File: config.mk
export PLATFORM = sky130hd
export DESIGN_NAME = radix8_ntt_ctrl
export DESIGN_NICKNAME = d
export VERILOG_FILES = /design/src/rtl/radix8_ntt_pkg.sv /design/src/rtl/ntt_addr_delay.sv /design/src/rtl/radix8_ntt_ctrl.sv
export SDC_FILE = /design/constraint.sdc
export NUM_CORES = 1
export LEC_CHECK = 0
export CAP_MARGIN = 0
export CORE_MARGIN = 3
export CORE_UTILIZATION = 35
export CTS_CLUSTER_SIZE = 20
export DETAILED_ROUTE_END_ITERATION = 7
export MAX_ROUTING_LAYER = met4
export PLACE_DENSITY_LB_ADDON = 0.05
export SLEW_MARGIN = 20
export SYNTH_ARGS = -nofsm -noshare
export SYNTH_HDL_FRONTEND = slang
export SYNTH_SLANG_ARGS = --single-unit
File: constraint.sdc
create_clock -name clk -period 10.45 [get_ports clk]
set_input_delay 3.135 -clock clk [delete_from_list [all_inputs] [get_ports clk]]
set_output_delay 3.135 -clock clk [all_outputs]
set_load 0.005 [all_outputs]
File: src/rtl/radix8_ntt_pkg.sv
// Shared types and helpers for the radix-8 DIF NTT sequencer.
// Lane k of a packed 8-lane bus lives at [k*LOGN +: LOGN].
package radix8_ntt_pkg;

  typedef enum logic [1:0] {
    IDLE  = 2'd0,
    RUN   = 2'd1,
    DRAIN = 2'd2,
    FIN   = 2'd3
  } ntt_state_e;

  localparam int LANES    = 8;
  localparam int LANE_LOG = 3;

  // (k * j * 8^s) mod 2^logn: 8^s is a shift, the modulus is a mask
  function automatic logic [31:0] tf_exponent(input logic [31:0] k, input logic [31:0] j,
                                              input logic [31:0] s, input int logn);
    logic [31:0] prod_s;
    prod_s = (k * j) << (32'd3 * s);
    return prod_s & ((32'd1 << logn) - 32'd1);
  endfunction

endpackage

File: src/rtl/ntt_addr_delay.sv
// Valid+data shift register of depth DEPTH that holds while hold=1.
// Used to replay read issues as write-backs after the read/datapath latency.
module ntt_addr_delay #(
  parameter int DEPTH = 2,
  parameter int W     = 8
) (
  input  logic         clk,
  input  logic         rst,
  input  logic         hold,
  input  logic         in_valid,
  input  logic [W-1:0] in_data,
  output logic         out_valid,
  output logic [W-1:0] out_data
);

  logic [DEPTH-1:0] valid_r;
  logic [W-1:0]     data_r [DEPTH];

  // shift one place per non-held cycle; sync clear on rst
  always_ff @(posedge clk) begin
    if (rst) begin
      valid_r <= '0;
      for (int i = 0; i < DEPTH; i++) data_r[i] <= '0;
    end else if (!hold) begin
      valid_r[0] <= in_valid;
      data_r[0]  <= in_data;
      for (int i = 1; i < DEPTH; i++) begin
        valid_r[i] <= valid_r[i-1];
        data_r[i]  <= data_r[i-1];
      end
    end
  end

  assign out_valid = valid_r[DEPTH-1] & ~hold;
  assign out_data  = data_r[DEPTH-1];

endmodule

File: src/rtl/radix8_ntt_ctrl.sv
// Radix-8 DIF NTT sequencer: one butterfly per cycle, per-stage drain so a
// stage never reads words the previous stage has not yet written back.
module radix8_ntt_ctrl
  import radix8_ntt_pkg::*;
#(
  parameter int LOGN     = 9,
  parameter int RD_LAT   = 1,
  parameter int PIPE_LAT = 1,
  localparam int STAGES  = LOGN / 3,
  localparam int SW      = (STAGES > 1) ? $clog2(STAGES) : 1
) (
  input  logic                  clk,
  input  logic                  rst,
  input  logic                  start,
  input  logic                  stall,
  output logic                  busy,
  output logic                  done,
  output logic [SW-1:0]         stage,
  output logic                  rd_en,
  output logic [8*LOGN-1:0]     rd_addr,
  output logic [8*LOGN-1:0]     tf_exp,
  output logic                  wr_en,
  output logic [8*LOGN-1:0]     wr_addr
);

  localparam int N  = 1 << LOGN;
  localparam int BW = (LOGN > 3) ? LOGN - 3 : 1;
  localparam int D  = RD_LAT + PIPE_LAT;
  localparam int DW = (D > 1) ? $clog2(D) : 1;
  localparam int AW = LANES * LOGN;

  localparam logic [BW-1:0] LAST_B  = BW'(N / LANES - 1);
  localparam logic [SW-1:0] LAST_S  = SW'(STAGES - 1);
  localparam logic [DW-1:0] LAST_D  = DW'(D - 1);

  ntt_state_e    state_r, state_nxt_s;
  logic [SW-1:0] stage_r, stage_nxt_s;
  logic [BW-1:0] b_r, b_nxt_s;
  logic [DW-1:0] dcnt_r, dcnt_nxt_s;
  logic [AW-1:0] rd_addr_r, tf_exp_r, addr_nxt_s, tf_nxt_s;
  logic          busy_r, done_r;
  logic [31:0]   s32_s, b32_s, sh_s, span_s, j_s, g_s, base_s;

  // next-state and counter sequencing; stall freezes everything except FIN
  always_comb begin
    state_nxt_s = state_r;
    stage_nxt_s = stage_r;
    b_nxt_s     = b_r;
    dcnt_nxt_s  = dcnt_r;
    case (state_r)
      IDLE: begin
        if (start && !stall) begin
          state_nxt_s = RUN;
          stage_nxt_s = '0;
          b_nxt_s     = '0;
        end else begin
          state_nxt_s = IDLE;
        end
      end
      RUN: begin
        if (stall) begin
          state_nxt_s = RUN;
        end else if (b_r == LAST_B) begin
          state_nxt_s = DRAIN;
          dcnt_nxt_s  = '0;
        end else begin
          b_nxt_s = b_r + BW'(1);
        end
      end
      DRAIN: begin
        if (stall) begin
          state_nxt_s = DRAIN;
        end else if (dcnt_r != LAST_D) begin
          dcnt_nxt_s = dcnt_r + DW'(1);
        end else if (stage_r == LAST_S) begin
          state_nxt_s = FIN;
        end else begin
          state_nxt_s = RUN;
          stage_nxt_s = stage_r + SW'(1);
          b_nxt_s     = '0;
        end
      end
      FIN:     state_nxt_s = IDLE;
      default: state_nxt_s = IDLE;
    endcase
  end

  // butterfly index decomposition for the next issue: span = 2^sh, j = b & (span-1), g = b >> sh
  always_comb begin
    s32_s      = 32'(stage_nxt_s);
    b32_s      = 32'(b_nxt_s);
    sh_s       = 32'(LOGN) - 32'(LANE_LOG) * (s32_s + 32'd1);
    span_s     = 32'd1 << sh_s;
    j_s        = b32_s & (span_s - 32'd1);
    g_s        = b32_s >> sh_s;
    base_s     = (g_s << (sh_s + 32'(LANE_LOG))) | j_s;
    addr_nxt_s = '0;
    tf_nxt_s   = '0;
    if (state_nxt_s == RUN) begin
      for (int k = 0; k < LANES; k++) begin
        addr_nxt_s[k*LOGN +: LOGN] = LOGN'(base_s + (32'(k) << sh_s));
        tf_nxt_s[k*LOGN +: LOGN]   = LOGN'(tf_exponent(32'(k), j_s, s32_s, LOGN));
      end
    end else begin
      addr_nxt_s = '0;
      tf_nxt_s   = '0;
    end
  end

  // state, counters and registered issue outputs
  always_ff @(posedge clk) begin
    if (rst) begin
      state_r   <= IDLE;
      stage_r   <= '0;
      b_r       <= '0;
      dcnt_r    <= '0;
      rd_addr_r <= '0;
      tf_exp_r  <= '0;
      busy_r    <= 1'b0;
      done_r    <= 1'b0;
    end else begin
      state_r   <= state_nxt_s;
      stage_r   <= stage_nxt_s;
      b_r       <= b_nxt_s;
      dcnt_r    <= dcnt_nxt_s;
      rd_addr_r <= addr_nxt_s;
      tf_exp_r  <= tf_nxt_s;
      busy_r    <= (state_nxt_s == RUN) || (state_nxt_s == DRAIN);
      done_r    <= (state_nxt_s == FIN);
    end
  end

  assign rd_en   = (state_r == RUN) & ~stall;
  assign rd_addr = rd_addr_r;
  assign tf_exp  = tf_exp_r;
  assign busy    = busy_r;
  assign done    = done_r;
  assign stage   = stage_r;

  ntt_addr_delay #(.DEPTH(D), .W(AW)) u_wr_delay (
    .clk       (clk),
    .rst       (rst),
    .hold      (stall),
    .in_valid  (rd_en),
    .in_data   (rd_addr_r),
    .out_valid (wr_en),
    .out_data  (wr_addr)
  );

endmodule

-- Yosys cells after proc, flatten, opt, wreduce, memory -nomap -nowiden
Memory sizes are Yosys's and may differ from the RTL's.
Cells that the tools add are included.
- $add $sub $neg: 15
- multiply operators: 6
- eq/ne operators: 11
- shift-type cells: 18
- multiplexer cells: 31
- bitwise logic cells: 8
- reductions and logical operators: 7
- operators by type and width (operator ; number):
    left shift 32 x 4 -> 9 bit ; 7
    two-way mux 72 bit ; 2
    left shift 3 x 32 -> 9 bit (first input constant) ; 4
    adder 9 bit ; 8
    multiplier 3 x 32 -> 32 bit (first input constant) ; 2
    left shift 2 x 32 -> 9 bit (first input constant) ; 2
    two-way mux 6 bit ; 6
    bitwise AND 6 x 32 -> 32 bit ; 1
    multiplier 2 x 32 -> 31 bit (first input constant) ; 1
    multiplier 2 x 32 -> 32 bit (first input constant) ; 1
    left shift 1 x 32 -> 32 bit (first input constant) ; 1
    left shift 1 x 32 -> 9 bit (first input constant) ; 1
    left shift 32 x 32 -> 9 bit ; 1
    >> shifter 6 x 32 -> 32 bit ; 1
    subtractor 32 x 1 -> 32 bit (second input constant) ; 1
    two-way mux 2 bit ; 9
    case mux 6 bit (3 select lines) ; 1
    equality test 2 bit (second input constant) ; 5
    two-way mux 1 bit ; 10
    OR 9 bit ; 1
    left shift 1 x 4 -> 9 bit (first input constant) ; 1
    case mux 2 bit (4 select lines) ; 1
    adder 6 x 3 -> 7 bit (second input constant) ; 1
    adder 6 x 1 -> 6 bit (second input constant) ; 1
    21 further kinds ; 27
- register bits: 159
- memory bits (writable): 144
- input port bits: 4
- output and inout port bits: 222
- word-level logic and storage cells: 106
- memories kept: 1
- memory list (name ; words ; width ; read ports ; clocked after memory_dff ; write ports ; line ; source):
    u_wr_delay.data_r ; 2 ; 72 ; 2 ; 0 ; 2 ; ntt_addr_delay.sv:17 ; logic [W-1:0] data_r [DEPTH];

-- Depth between registers and ports, before layout
Gate-level depths: netlist of the first run.
- depth in word-level cells: 13
- gate-level depth with buffers: 24
- depth with buffers taken out: 22

-- Modules after synthesis
Synthesis of the first run repeated with hierarchy kept, for this count alone.
- cells, all modules: 1202
- area total of the unflattened synthesis: 12981.2 µm²
- modules (own cells, without submodules) (module ; times used ; cells an instance ; area an instance (µm²) ; sequential area each (µm²)):
    radix8_ntt_ctrl ; 1 ; 818 ; 7015.5 ; 2162.1
    ntt_addr_delay ; 1 ; 384 ; 5965.7 ; 4364.2

-- Worst setup path before layout of the first run
Ideal clock, no wire load.
- kind: input -> register
- start point: input port stall
- end point: register tf_exp_r[71], in the netlist tf_exp[71]
- setup time: 0.130 ns
- arrival: 7.299 ns
- data required time: 10.320 ns
- path slack: 3.021 ns
- stages on the path: 22
- buffers on the path: 6
- path through: buf_2 > o31ai_2 > nand2_1 > buf_4 > inv_4 > buf_2 > buf_4 > ha_1 > clkbuf_1 > clkbuf_1 > nor2_1 > fa_1 > ha_1 > inv_1 > fa_1 > nor2b_1 > o21ai_0 > nand2_1 > xor2_1 > mux2_2 > o21ai_0 > o211ai_1
- word-level cells in the longest chain between the ends: 12
- elaborated cells between the ends (all ways): 25
- classes of those cells: add/sub: 3; mul: 3; eq/ne: 1; shift: 2; mux: 11; bitwise: 2; reduce/logical: 3
- ends and longest elaborated chain (element ; line ; source):
    from (decl) ; radix8_ntt_ctrl.sv:15 ; input logic stall,
    zero test 1 bit ; n/a ;
    logical AND 1 bit ; radix8_ntt_ctrl.sv:52 ; if (start && !stall) begin
    two-way mux 2 bit ; radix8_ntt_ctrl.sv:52 ;
    case mux 2 bit (2 select lines) ; radix8_ntt_ctrl.sv:50 ; case (state_r)
    adder 2 x 1 -> 3 bit ; radix8_ntt_ctrl.sv:92 ; sh_s = 32'(LOGN) - 32'(LANE_LOG) * (s32_s + 32'd1);
    multiplier 2 x 3 -> 5 bit ; radix8_ntt_ctrl.sv:92 ;
    subtractor 4 x 5 -> 6 bit ; radix8_ntt_ctrl.sv:92 ;
    left shift 1 x 32 -> 32 bit ; n/a ;
    subtractor 32 x 1 -> 32 bit ; radix8_ntt_ctrl.sv:94 ; j_s = b32_s & (span_s - 32'd1);
    bitwise AND 6 x 32 -> 32 bit ; radix8_ntt_ctrl.sv:94 ;
    multiplier 3 x 32 -> 32 bit ; radix8_ntt_pkg.sv:19 ; prod_s = (k * j) << (32'd3 * s);
    left shift 32 x 4 -> 9 bit ; radix8_ntt_pkg.sv:19 ;
    to (signal assigned) ; radix8_ntt_ctrl.sv:127 ; tf_exp_r <= tf_nxt_s;
    to (decl) ; radix8_ntt_ctrl.sv:40 ; logic [AW-1:0] rd_addr_r, tf_exp_r, addr_nxt_s, tf_nxt_s;
Parallel ways exist; a longest one is shown, timed or not.
A chain may end at the register's enable or synchronous reset.

-- Worst setup path in the final report of the first run
- start point: input port stall
- end point: register rd_addr_r[71], in the netlist rd_addr[71]
- word-level cells in the longest chain between the ends: 12
- elaborated cells between the ends (all ways): 28
- classes of those cells: add/sub: 5; mul: 1; eq/ne: 1; shift: 4; mux: 11; bitwise: 3; reduce/logical: 3
- ends and longest elaborated chain (element ; line ; source):
    zero test 1 bit ; n/a ;
    logical AND 1 bit ; radix8_ntt_ctrl.sv:52 ;
    two-way mux 2 bit ; radix8_ntt_ctrl.sv:52 ;
    case mux 2 bit (2 select lines) ; radix8_ntt_ctrl.sv:50 ;
    adder 2 x 1 -> 3 bit ; radix8_ntt_ctrl.sv:92 ;
    multiplier 2 x 3 -> 5 bit ; radix8_ntt_ctrl.sv:92 ;
    subtractor 4 x 5 -> 6 bit ; radix8_ntt_ctrl.sv:92 ;
    left shift 1 x 32 -> 32 bit ; n/a ;
    subtractor 32 x 1 -> 32 bit ; radix8_ntt_ctrl.sv:94 ;
    bitwise AND 6 x 32 -> 32 bit ; radix8_ntt_ctrl.sv:94 ;
    OR 9 bit * ; radix8_ntt_ctrl.sv:96 ; base_s = (g_s << (sh_s + 32'(LANE_LOG))) | j_s;
    via base_s[2] ; radix8_ntt_ctrl.sv:42 ; logic [31:0] s32_s, b32_s, sh_s, span_s, j_s, g_s, base_s;
    adder 9 bit * ; radix8_ntt_ctrl.sv:101 ; addr_nxt_s[k*LOGN +: LOGN] = LOGN'(base_s + (32'(k) << sh_s));
    to (signal assigned) ; radix8_ntt_ctrl.sv:126 ; rd_addr_r <= addr_nxt_s;
    to (decl) ; radix8_ntt_ctrl.sv:40 ;
The timed path passes the listed nets; every way through them passes the cells marked *.

==> impl_metrics.py, run 1 <==
metrics = {
    "run_status": {
        "status": "finished clean",
    },
    "final_layout": {
        "drive_above_1_share": 0.0622,
        "diodes": 0,
        "area_growth_pct": 20.8,
        "design_area_um2": 15100,
        "nets": 1366,
        "nFillCells": 3359,
        "final_cell_count_no_fill": 1758,
    },
    "place": {
        "placed_cell_area_um2": 14200,
        "portBuffers": 212,
        "place_congestion": 0.867,
        "place_inst": 1706,
        "hpwl_um": 23000,
        "pre_cts_slack_ns": 1.21,
    },
    "synthesis": {
        "syn_avg_cell_area_um2": 10.5,
        "synth_top_cell_area_share": 0.307,
        "synth_edf_count": 128,
        "synthTopCellsByCount": "and2_1 (152), edfxtp_1 (128), buf_4 (124)",
        "syn-cell-area_um2": 12500,
        "synth-main-ff-cell": "edfxtp_1",
        "yosysSeqAreaShare": 0.483,
        "yosys.cell_count.top_type": "and2_1",
        "synth_seq_cells": 238,
        "netlist_top_cells_area": "edfxtp_1 (31%), dfxtp_1 (18%), and2_1 (7.6%)",
        "async_flop_share": 0,
        "synthCells": 1191,
        "yosys_warnings": 0,
        "yosysTopAreaCell": "edfxtp_1",
        "ys_types": 76,
    },
    "timing": {
        "fin_setup_tns_ns": 0,
        "max_freq_mhz": 114,
        "finalHoldViolCount": 0,
        "fin_crit_ns": 8.78,
        "tightest_slew_ns": 0.958,
        "drv_slew": 0,
        "period_share": 0.840,
        "grt_setup_unrepaired": "false",
        "finalSetupViolCount": 0,
        "fin_skew_ns": 0.0141,
        "max-slew-margin-rel": 0.362,
        "setup_ws_ns": 1.67,
    },
    "critical_path": {
        "regToRegSetupSlack_ns": 4.57,
        "crit_family": "buffers and inverters",
        "cpMaxStageDelayCell": "clkdlybuf4s50_1",
        "crit_required_ns": 10.91,
        "critical_path_class": "in -> reg",
        "cpPeakStageDelay_ns": 0.98,
        "r2r-start": "state_r[1]$_SDFF_PP0_",
        "end_kind": "flip-flop",
        "crit_chain": "clkdlybuf4s50_1 -> inv_1 -> nand4_1 -> nand2_1 -> inv_4 -> ha_1 -> buf_4 -> nor2_1 -> buf_4 -> a31oi_1 -> inv_1 -> ha_1 -> a21o_1 -> a21oi_1 -> nor2b_1 -> o21a_1 -> or4_1 -> a21o_1 -> mux2i_1",
        "arrival_ns": 9.24,
        "worstSetupStartpointType": "primary input",
        "reg2regPathDepth": 18,
        "cp_num_buf_inv": 6,
        "cp_max_fo": 39,
        "timing.rr.end": "rd_addr[71]$_SDFF_PP0_",
    },
    "clocking": {
        "clkLatencyLatePin_ns": 0.53,
        "root_buffer": "clkbuf_16",
        "cts_tree": "done",
        "htreeDepth": 1,
        "clockBufferDepth": 3,
        "clock-sinks": 238,
        "cts_setup_buffers": 0,
        "postCtsHoldBufs": 0,
        "cts_buffers": 28,
        "ctsResizeCount": 0,
        "clkTransAtPathRegs_ns": 0.06,
    },
    "route": {
        "vias": 8311,
        "route.detailed.drc": 0,
        "ant_nets": 0,
        "drt-total-wl_um": 31100,
        "drt_pre_antenna_iters": 5,
        "drt_iter0_drc": 419,
        "wl_per_cell_um": 17.7,
        "viasPerCell": 4.73,
    },
    "worst_hold_path": {
        "hold_depth": 2,
        "hold_path_class": "reg -> reg",
        "hold_start": "u_wr_delay.valid_r[0]$_SDFFE_PP0N_",
        "min_to": "u_wr_delay.valid_r[0]$_SDFFE_PP0N_",
    },
    "power_and_ir_drop": {
        "clockPowerShare": 0.456,
        "p_total_mw": 2.08,
        "p_int_mw": 1.64,
        "irDropWorstVdd_mv": 0.102,
        "power.switching_uw": 440,
        "switching_share": 0.212,
        "p_per_area_nw_per_um2": 137,
        "combPwrFrac": 0.050,
        "p_seq_frac": 0.494,
        "p_leak_nw": 6.18,
    },
    "grt": {
        "grt.overflow.total": 0,
        "antenna_found_initial": 0,
        "grt_max_degree": 114,
        "grt_pass1_vias": 8288,
        "grt_usage": 0.163,
        "grt_pass1_wl_um": 48200,
    },
    "run": {
        "max-cap-violations": 0,
    },
    "floorplan": {
        "die_area_um2": 38100,
        "die_h_um": 195,
        "num_rows": 68,
        "start_util": 0.359,
        "num_io_pins": 226,
        "die_w_um": 195,
        "core-area_um2": 34900,
    },
}
==> placed cells by master, fill, tap and decap left out, types with 10 or more instances in the layout <==
cell             instances
a21oi_1                 67
edfxtp_1               128
a211oi_1                11
nor2_1                  94
nand2b_1                11
nor2b_1                 20
nand2_1                 51
buf_4                   11
and3_1                  15
xnor2_1                 25
inv_1                   30
mux2i_1                 12
a21o_1                  24
clkbuf_16               30
o21ai_0                 25
clkdlybuf4s50_1        212
a31oi_1                 10
xor2_1                  18
fa_1                    14
conb_1                  13
and2_1                 152
dfxtp_1                110
nor3_1                  25
ha_1                    67
==> routing by layer <==
metal | GRT usage | up-vias | part of all wire
li1 | - | 4140 | -
met1 | 0.205 | 3917 | 0.44
met2 | 0.279 | 219 | 0.49
met3 | 0.0247 | 35 | 0.049
met4 | 0.0378 | 0 | 0.021
met5 | - | - | 0
==> flip-flops by register name, indices dropped and copies added, names as in the netlist <==
signal and cells:
stage 2, b_r 6, dcnt_r 1, tf_exp 31, done 1, u_wr_delay.data_r 128
busy 1, state_r 2, rd_addr 64, u_wr_delay.valid_r 2
==> kinds of logic after synthesis <==
kind of cell,count (synthesis),synth area share
flip-flops,238,0.483
AND/OR/NAND/NOR,407,0.177
AO/OA/AOI/OAI,199,0.105
multiplexers,14,0.0114
buffers and inverters,207,0.102
XOR/XNOR,44,0.0314
other,1,0.000300
adder cells (fa/ha/maj),81,0.0894
==> worst max-delay path by stage <==
stage / from / endpoint / slack (ns) / cells past startpoint
floorplan: stall / tf_exp[71]$_SDFF_PP0_ / 3.02 / 22
global placement: stall / rd_addr[71]$_SDFF_PP0_ / 1.32 / 19
detailed placement: stall / rd_addr[71]$_SDFF_PP0_ / 1.21 / 19
CTS: stall / rd_addr[71]$_SDFF_PP0_ / 1.75 / 19
global route: stall / rd_addr[71]$_SDFF_PP0_ / 1.17 / 19
finish: stall / rd_addr[71]$_SDFF_PP0_ / 1.67 / 19
==> layout make-up <==
type                    instances  area (um^2)  area share
clock buffers                  40          822      0.0544
clock inverters                12         93.8     0.00621
inverters                      32          123     0.00811
multi-input cells             758         5260       0.348
flip-flops and latches        238         6050       0.400
well taps                     455          569      0.0377
repair buffers                223         2200       0.146
==> stage by stage <==
| step | hold WS (ns) | utilization |
|---|---|---|
| final | 0.494 | 0.433 |
| after floorplan | 0.456 | - |
| after detailed placement | 0.486 | 0.407 |
| after global placement | 0.472 | 0.407 |
| after CTS | 0.500 | 0.433 |
| after global routing | 0.531 | 0.433 |
==> power groups by stage <==
| stage | Clock, mW | Sequential (mW) | Combinational, mW |
|---|---|---|---|
| after floorplan | 0 | 1.05 | 0.0710 |
| after global placement | 0 | 1.05 | 0.106 |
| after detailed placement | 0 | 1.05 | 0.106 |
| after CTS | 0.984 | 1.03 | 0.106 |
| after global routing | 1.03 | 1.03 | 0.113 |
| final | 0.948 | 1.03 | 0.103 |
==> worst reg2reg max path: stages (launching register included) <==
cell     delay [ns]
dfxtp_1        0.59
mux2i_1        0.21
o31ai_2        0.36
nand2_1        0.55
inv_4          0.56
ha_1           0.39
buf_4          0.33
nor2_1         0.09
buf_4          0.21
a31oi_1        0.35
inv_1          0.31
ha_1           0.45
a21o_1         0.21
a21oi_1        0.21
nor2b_1        0.09
o21a_1         0.18
or4_1          0.43
a21o_1         0.20
mux2i_1        0.12
(Power assumes the default switching activity.)
==> inputs of run 2 (changes only) <==
- clock period: 10.45 -> 7.7 ns (I/O delays scaled with it)
==> impl_metrics.py, run 2 (synthesis results as in run 1) <==
metrics = {
    "timing": {
        "finalSetupViolCount": 0,
        "max_freq_mhz": 149,
        "grt_setup_unrepaired": "false",
        "period_share": 0.873,
        "fin_crit_ns": 6.72,
        "tightest_slew_ns": 0.917,
        "max-slew-margin-rel": 0.388,
        "fin_skew_ns": 0.0151,
        "finalHoldViolCount": 0,
        "drv_slew": 0,
        "setup_ws_ns": 0.978,
        "fin_setup_tns_ns": 0,
    },
    "critical_path": {
        "crit_family": "buffers and inverters",
        "regToRegSetupSlack_ns": 2.76,
        "timing.rr.end": "rd_addr[71]$_SDFF_PP0_",
        "cpMaxStageDelayCell": "clkdlybuf4s50_1",
        "crit_chain": "clkdlybuf4s50_1 -> buf_4 -> nand2b_1 -> o21ai_0 -> a21oi_1 -> buf_4 -> inv_1 -> ha_1 -> nor2_1 -> nand2_1 -> nor2_1 -> a31oi_1 -> buf_4 -> inv_1 -> ha_1 -> a21o_1 -> a21oi_1 -> nor2b_1 -> o21a_1 -> or4_1 -> a21o_1 -> mux2i_1",
        "cpPeakStageDelay_ns": 0.61,
        "cpMostUsedCell": "buf_4",
        "r2r-start": "state_r[1]$_SDFF_PP0_",
        "crit_required_ns": 8.18,
        "reg2regPathDepth": 17,
        "worstSetupStartpointType": "primary input",
        "critical_path_class": "in -> reg",
        "cp_max_fo": 12,
        "end_kind": "flip-flop",
        "cp_num_buf_inv": 6,
        "arrival_ns": 7.20,
    },
    "floorplan": {
        "core-area_um2": 34900,
        "die_w_um": 195,
        "die_h_um": 195,
        "num_io_pins": 226,
        "start_util": 0.359,
        "die_area_um2": 38100,
        "num_rows": 68,
    },
    "place": {
        "pre_cts_slack_ns": 0.452,
        "placed_cell_area_um2": 14300,
        "place_congestion": 0.863,
        "portBuffers": 212,
        "hpwl_um": 23000,
    },
    "power_and_ir_drop": {
        "combPwrFrac": 0.048,
        "p_per_area_nw_per_um2": 193,
        "switching_share": 0.213,
        "irDropWorstVdd_mv": 0.171,
        "p_int_mw": 2.33,
        "p_seq_frac": 0.470,
        "clockPowerShare": 0.481,
        "power.switching_uw": 631,
        "p_leak_nw": 6.30,
    },
    "grt": {
        "grt_max_degree": 129,
        "antenna_found_initial": 0,
        "grt_usage": 0.166,
        "grt_pass1_vias": 8360,
        "grt_pass1_wl_um": 49400,
        "grt.overflow.total": 0,
    },
    "final_layout": {
        "drive_above_1_share": 0.0750,
        "regMostFlops": "u_wr_delay.data_r",
        "utilization": 0.440,
        "nets": 1384,
        "area_growth_pct": 22.7,
        "layout_common_cells": "clkdlybuf4s50_1 (212), and2_1 (152), edfxtp_1 (128)",
        "largest_register_ffs": 128,
        "final_common_cell": "clkdlybuf4s50_1",
        "diodes": 0,
        "design_area_um2": 15400,
    },
    "route": {
        "drt-total-wl_um": 31600,
        "wl_met2_um": 15300,
        "wl_met3_um": 1520,
        "viasPerCell": 4.76,
        "topRoutingLayerUsed": "met4",
        "route.detailed.drc": 0,
        "wirelength_met1_um": 14100,
        "drt_iter0_drc": 434,
        "vias": 8452,
        "drt_pre_antenna_iters": 5,
        "ant_nets": 0,
        "wl_per_cell_um": 17.8,
    },
    "clocking": {
        "clkTransAtPathRegs_ns": 0.06,
        "clock-sinks": 238,
        "cts_buffers": 28,
        "postCtsHoldBufs": 0,
        "ctsResizeCount": 0,
        "htreeDepth": 1,
        "root_buffer": "clkbuf_16",
        "clockBufferDepth": 3,
        "cts_setup_buffers": 0,
        "cts_tree": "done",
        "clkLatencyLatePin_ns": 0.56,
    },
    "run": {
        "max-cap-violations": 0,
    },
    "worst_hold_path": {
        "hold_start": "u_wr_delay.valid_r[0]$_SDFFE_PP0N_",
        "min_to": "u_wr_delay.valid_r[0]$_SDFFE_PP0N_",
        "hold_path_class": "reg -> reg",
        "hold_depth": 2,
    },
    "run_status": {
        "status": "finished clean",
    },
}
==> run 2: cell count changes in the layout (fill, tap and decap cells not counted), moves of 2 or more <==
cell,change
buf_4,+17
clkinv_2,-4
clkbuf_16,-2
bufinv_16,+4
==> run 2: layer usage <==
layer / track usage / up-vias
met5: - / -
met4: 0.0356 / 0
met2: 0.276 / 227
met1: 0.216 / 3993
met3: 0.0255 / 41
li1: - / 4191
==> run 2: worst max-delay path by stage <==
stage / start / end / slack (ns) / depth (start not counted)
floorplan: stall / tf_exp[71]$_SDFF_PP0_ / 1.10 / 22
global placement: stall / rd_addr[44]$_SDFF_PP0_ / 0.49 / 24
detailed placement: stall / rd_addr[71]$_SDFF_PP0_ / 0.45 / 22
CTS: stall / rd_addr[44]$_SDFF_PP0_ / 1.03 / 21
global route: stall / rd_addr[44]$_SDFF_PP0_ / 0.52 / 24
finish: stall / rd_addr[71]$_SDFF_PP0_ / 0.98 / 22
==> run 2: worst reg2reg max path: cells and delay by family, from the launching register on <==
family	cells	cell delay [ns]
compound gates	6	1.55
fa+ha+maj	3	1.09
buf+inv	2	0.35
flops	1	0.58
mux	2	0.29
simple gates	4	1.01
==> run 2: area by class of cell <==
cell class	instances	area, um^2
fillers	3363	19500
clock buffers	37	774
inverters	32	123
well taps	455	569
flip-flops and latches	238	6050
repair buffers	241	2350
clock inverters	14	236
multi-input cells	758	5260
==> run 2: metrics by stage <==
stage / hold slack, ns / std cells / power [mW]
floorplan: 0.456 / 1203 / 1.52
global placement: 0.469 / 1724 / 1.57
detailed placement: 0.479 / 1724 / 1.57
CTS: 0.493 / 1775 / 3.02
global route: 0.517 / 1775 / 3.07
finish: 0.487 / 1775 / 2.96
==> run 2: power by group through the flow <==
stage	Sequential [mW]	Combinational, mW	Clock (mW)
4_1_cts	1.39	0.147	1.47
2_1_floorplan	1.42	0.0963	0
3_3_place_gp	1.42	0.147	0
3_5_place_dp	1.42	0.147	0
6_report	1.39	0.143	1.42
5_1_grt	1.40	0.156	1.51
==> inputs of run 3 (changes only) <==
--- a/config.mk
+++ b/config.mk
@@ -13,5 +13,4 @@
 export MAX_ROUTING_LAYER = met4
 export PLACE_DENSITY_LB_ADDON = 0.05
-export SLEW_MARGIN = 20
 export SYNTH_ARGS = -nofsm -noshare
 export SYNTH_HDL_FRONTEND = slang
==> constraint.sdc (replaced) <==
create_clock -name clk -period 7.7 [get_ports clk]
set_input_delay 1.54 -clock clk [delete_from_list [all_inputs] [get_ports clk]]
set_output_delay 1.54 -clock clk [all_outputs]
set_load 0.005 [all_outputs]
==> impl_metrics.py, run 3 (synthesis results as in run 1) <==
metrics = {
    "run_status": {
        "status": "finished clean",
    },
    "clocking": {
        "root_buffer": "clkbuf_16",
        "clock-sinks": 238,
        "clkTransAtPathRegs_ns": 0.06,
        "postCtsHoldBufs": 0,
        "ctsResizeCount": 0,
        "cts_setup_buffers": 0,
        "clkLatencyLatePin_ns": 0.56,
        "cts_tree": "done",
        "htreeDepth": 1,
        "cts_buffers": 28,
        "clockBufferDepth": 3,
    },
    "final_layout": {
        "nFillCells": 3361,
        "layout_common_cells": "clkdlybuf4s50_1 (212), and2_1 (152), edfxtp_1 (128)",
        "nets": 1376,
        "largest_register_ffs": 128,
        "multi_input_area_um2": 5260,
        "seq_area_um2": 6050,
        "regMostFlops": "u_wr_delay.data_r",
        "final_common_cell": "clkdlybuf4s50_1",
        "design_area_um2": 15200,
        "drive_above_1_share": 0.0678,
        "area_growth_pct": 21.3,
        "diodes": 0,
    },
    "route": {
        "route.detailed.drc": 0,
        "viasPerCell": 4.78,
        "drt_pre_antenna_iters": 5,
        "vias": 8451,
        "wl_per_cell_um": 17.7,
        "drt-total-wl_um": 31300,
        "ant_nets": 0,
        "drt_iter0_drc": 514,
    },
    "grt": {
        "grt_pass1_wl_um": 49200,
        "grt.overflow.total": 0,
        "grt_pass1_vias": 8320,
        "antenna_found_initial": 0,
        "met1_usage": 0.213,
        "grt_max_degree": 53,
        "top_usage_layer": "met2",
        "grt_usage": 0.166,
        "use_met2": 0.274,
        "met3_usage": 0.0271,
    },
    "critical_path": {
        "crit_required_ns": 8.10,
        "arrival_ns": 6.61,
        "worstSetupStartpointType": "primary input",
        "crit_start": "start",
        "critical_path_class": "in -> reg",
        "r2r-start": "state_r[1]$_SDFF_PP0_",
        "cp_max_fo": 39,
        "end_kind": "flip-flop",
    },
    "place": {
        "hpwl_um": 23200,
        "placed_cell_area_um2": 14300,
        "portBuffers": 212,
        "place_congestion": 0.858,
    },
    "timing": {
        "max-slew-margin-rel": 0.263,
        "max_freq_mhz": 161,
        "fin_skew_ns": 0.0209,
        "tightest_slew_ns": 1.10,
        "drv_slew": 0,
        "fin_setup_tns_ns": 0,
        "fin_crit_ns": 6.21,
        "period_share": 0.807,
        "finalHoldViolCount": 0,
        "grt_setup_unrepaired": "false",
        "finalSetupViolCount": 0,
    },
    "power_and_ir_drop": {
        "p_leak_nw": 6.21,
        "irDropWorstVdd_mv": 0.145,
        "p_per_area_nw_per_um2": 185,
    },
    "worst_hold_path": {
        "hold_path_class": "reg -> reg",
        "hold_start": "u_wr_delay.valid_r[1]$_SDFFE_PP0N_",
    },
    "floorplan": {
        "die_w_um": 195,
        "start_util": 0.359,
        "die_h_um": 195,
        "num_io_pins": 226,
        "num_rows": 68,
        "core-area_um2": 34900,
        "die_area_um2": 38100,
    },
    "run": {
        "max-cap-violations": 0,
    },
}
-- run 3: path summary, 6_finish.rpt --
check | slack (ns) | end | depth (start not counted)
max | 1.49 | tf_exp[71]$_SDFF_PP0_ | 17
min | 0.49 | u_wr_delay.valid_r[1]$_SDFFE_PP0N_ | 2
max reg2reg | 2.34 | tf_exp[71]$_SDFF_PP0_ | 16
min reg2reg | 0.49 | u_wr_delay.valid_r[1]$_SDFFE_PP0N_ | 2
-- run 3: stage by stage --
step	setup WS (ns)	std cells	power, mW	hold WS (ns)	util
2_1_floorplan	1.87	1203	1.52	0.456	-
3_3_place_gp	1.02	1716	1.57	0.472	0.409
3_5_place_dp	0.907	1716	1.57	0.478	0.409
4_1_cts	1.49	1768	2.86	0.493	0.435
5_1_grt	0.973	1768	2.93	0.523	0.435
6_report	1.49	1768	2.81	0.486	0.435
-- run 3: metal layers --
layer / vias to the layer above / wire [um]
met1: 3962 / 13600
met3: 60 / 1770
li1: 4174 / -
met4: 0 / 864
met5: - / 0
met2: 255 / 15100
-- run 3: where the power goes --
part	switching (mW)	internal, mW
logic	0.0743	0.0688
registers	0.0138	1.38
clock network	0.527	0.751
-- run 3: critical path: stages --
cell and delay (ns):
clkdlybuf4s50_1 0.52, mux2i_1 0.11, o31ai_2 0.40, nand2_1 0.43, ha_1 0.59, buf_4 0.42, nand2_1 0.21, inv_1 0.34
fa_1 0.50, ha_1 0.35, o21ai_0 0.09, o21ai_0 0.19, a21oi_1 0.12, or2_1 0.23, a21boi_1 0.13, a211oi_1 0.26
o211ai_1 0.13
-- run 3: cell type report --
type | instances | share of cell area
clock inverter | 14 | 0.00767
clock buffer | 38 | 0.0519
multi-input combinational | 758 | 0.346
timing repair buffer | 233 | 0.150
sequential | 238 | 0.398
tap | 455 | 0.0375
inverter | 32 | 0.00808
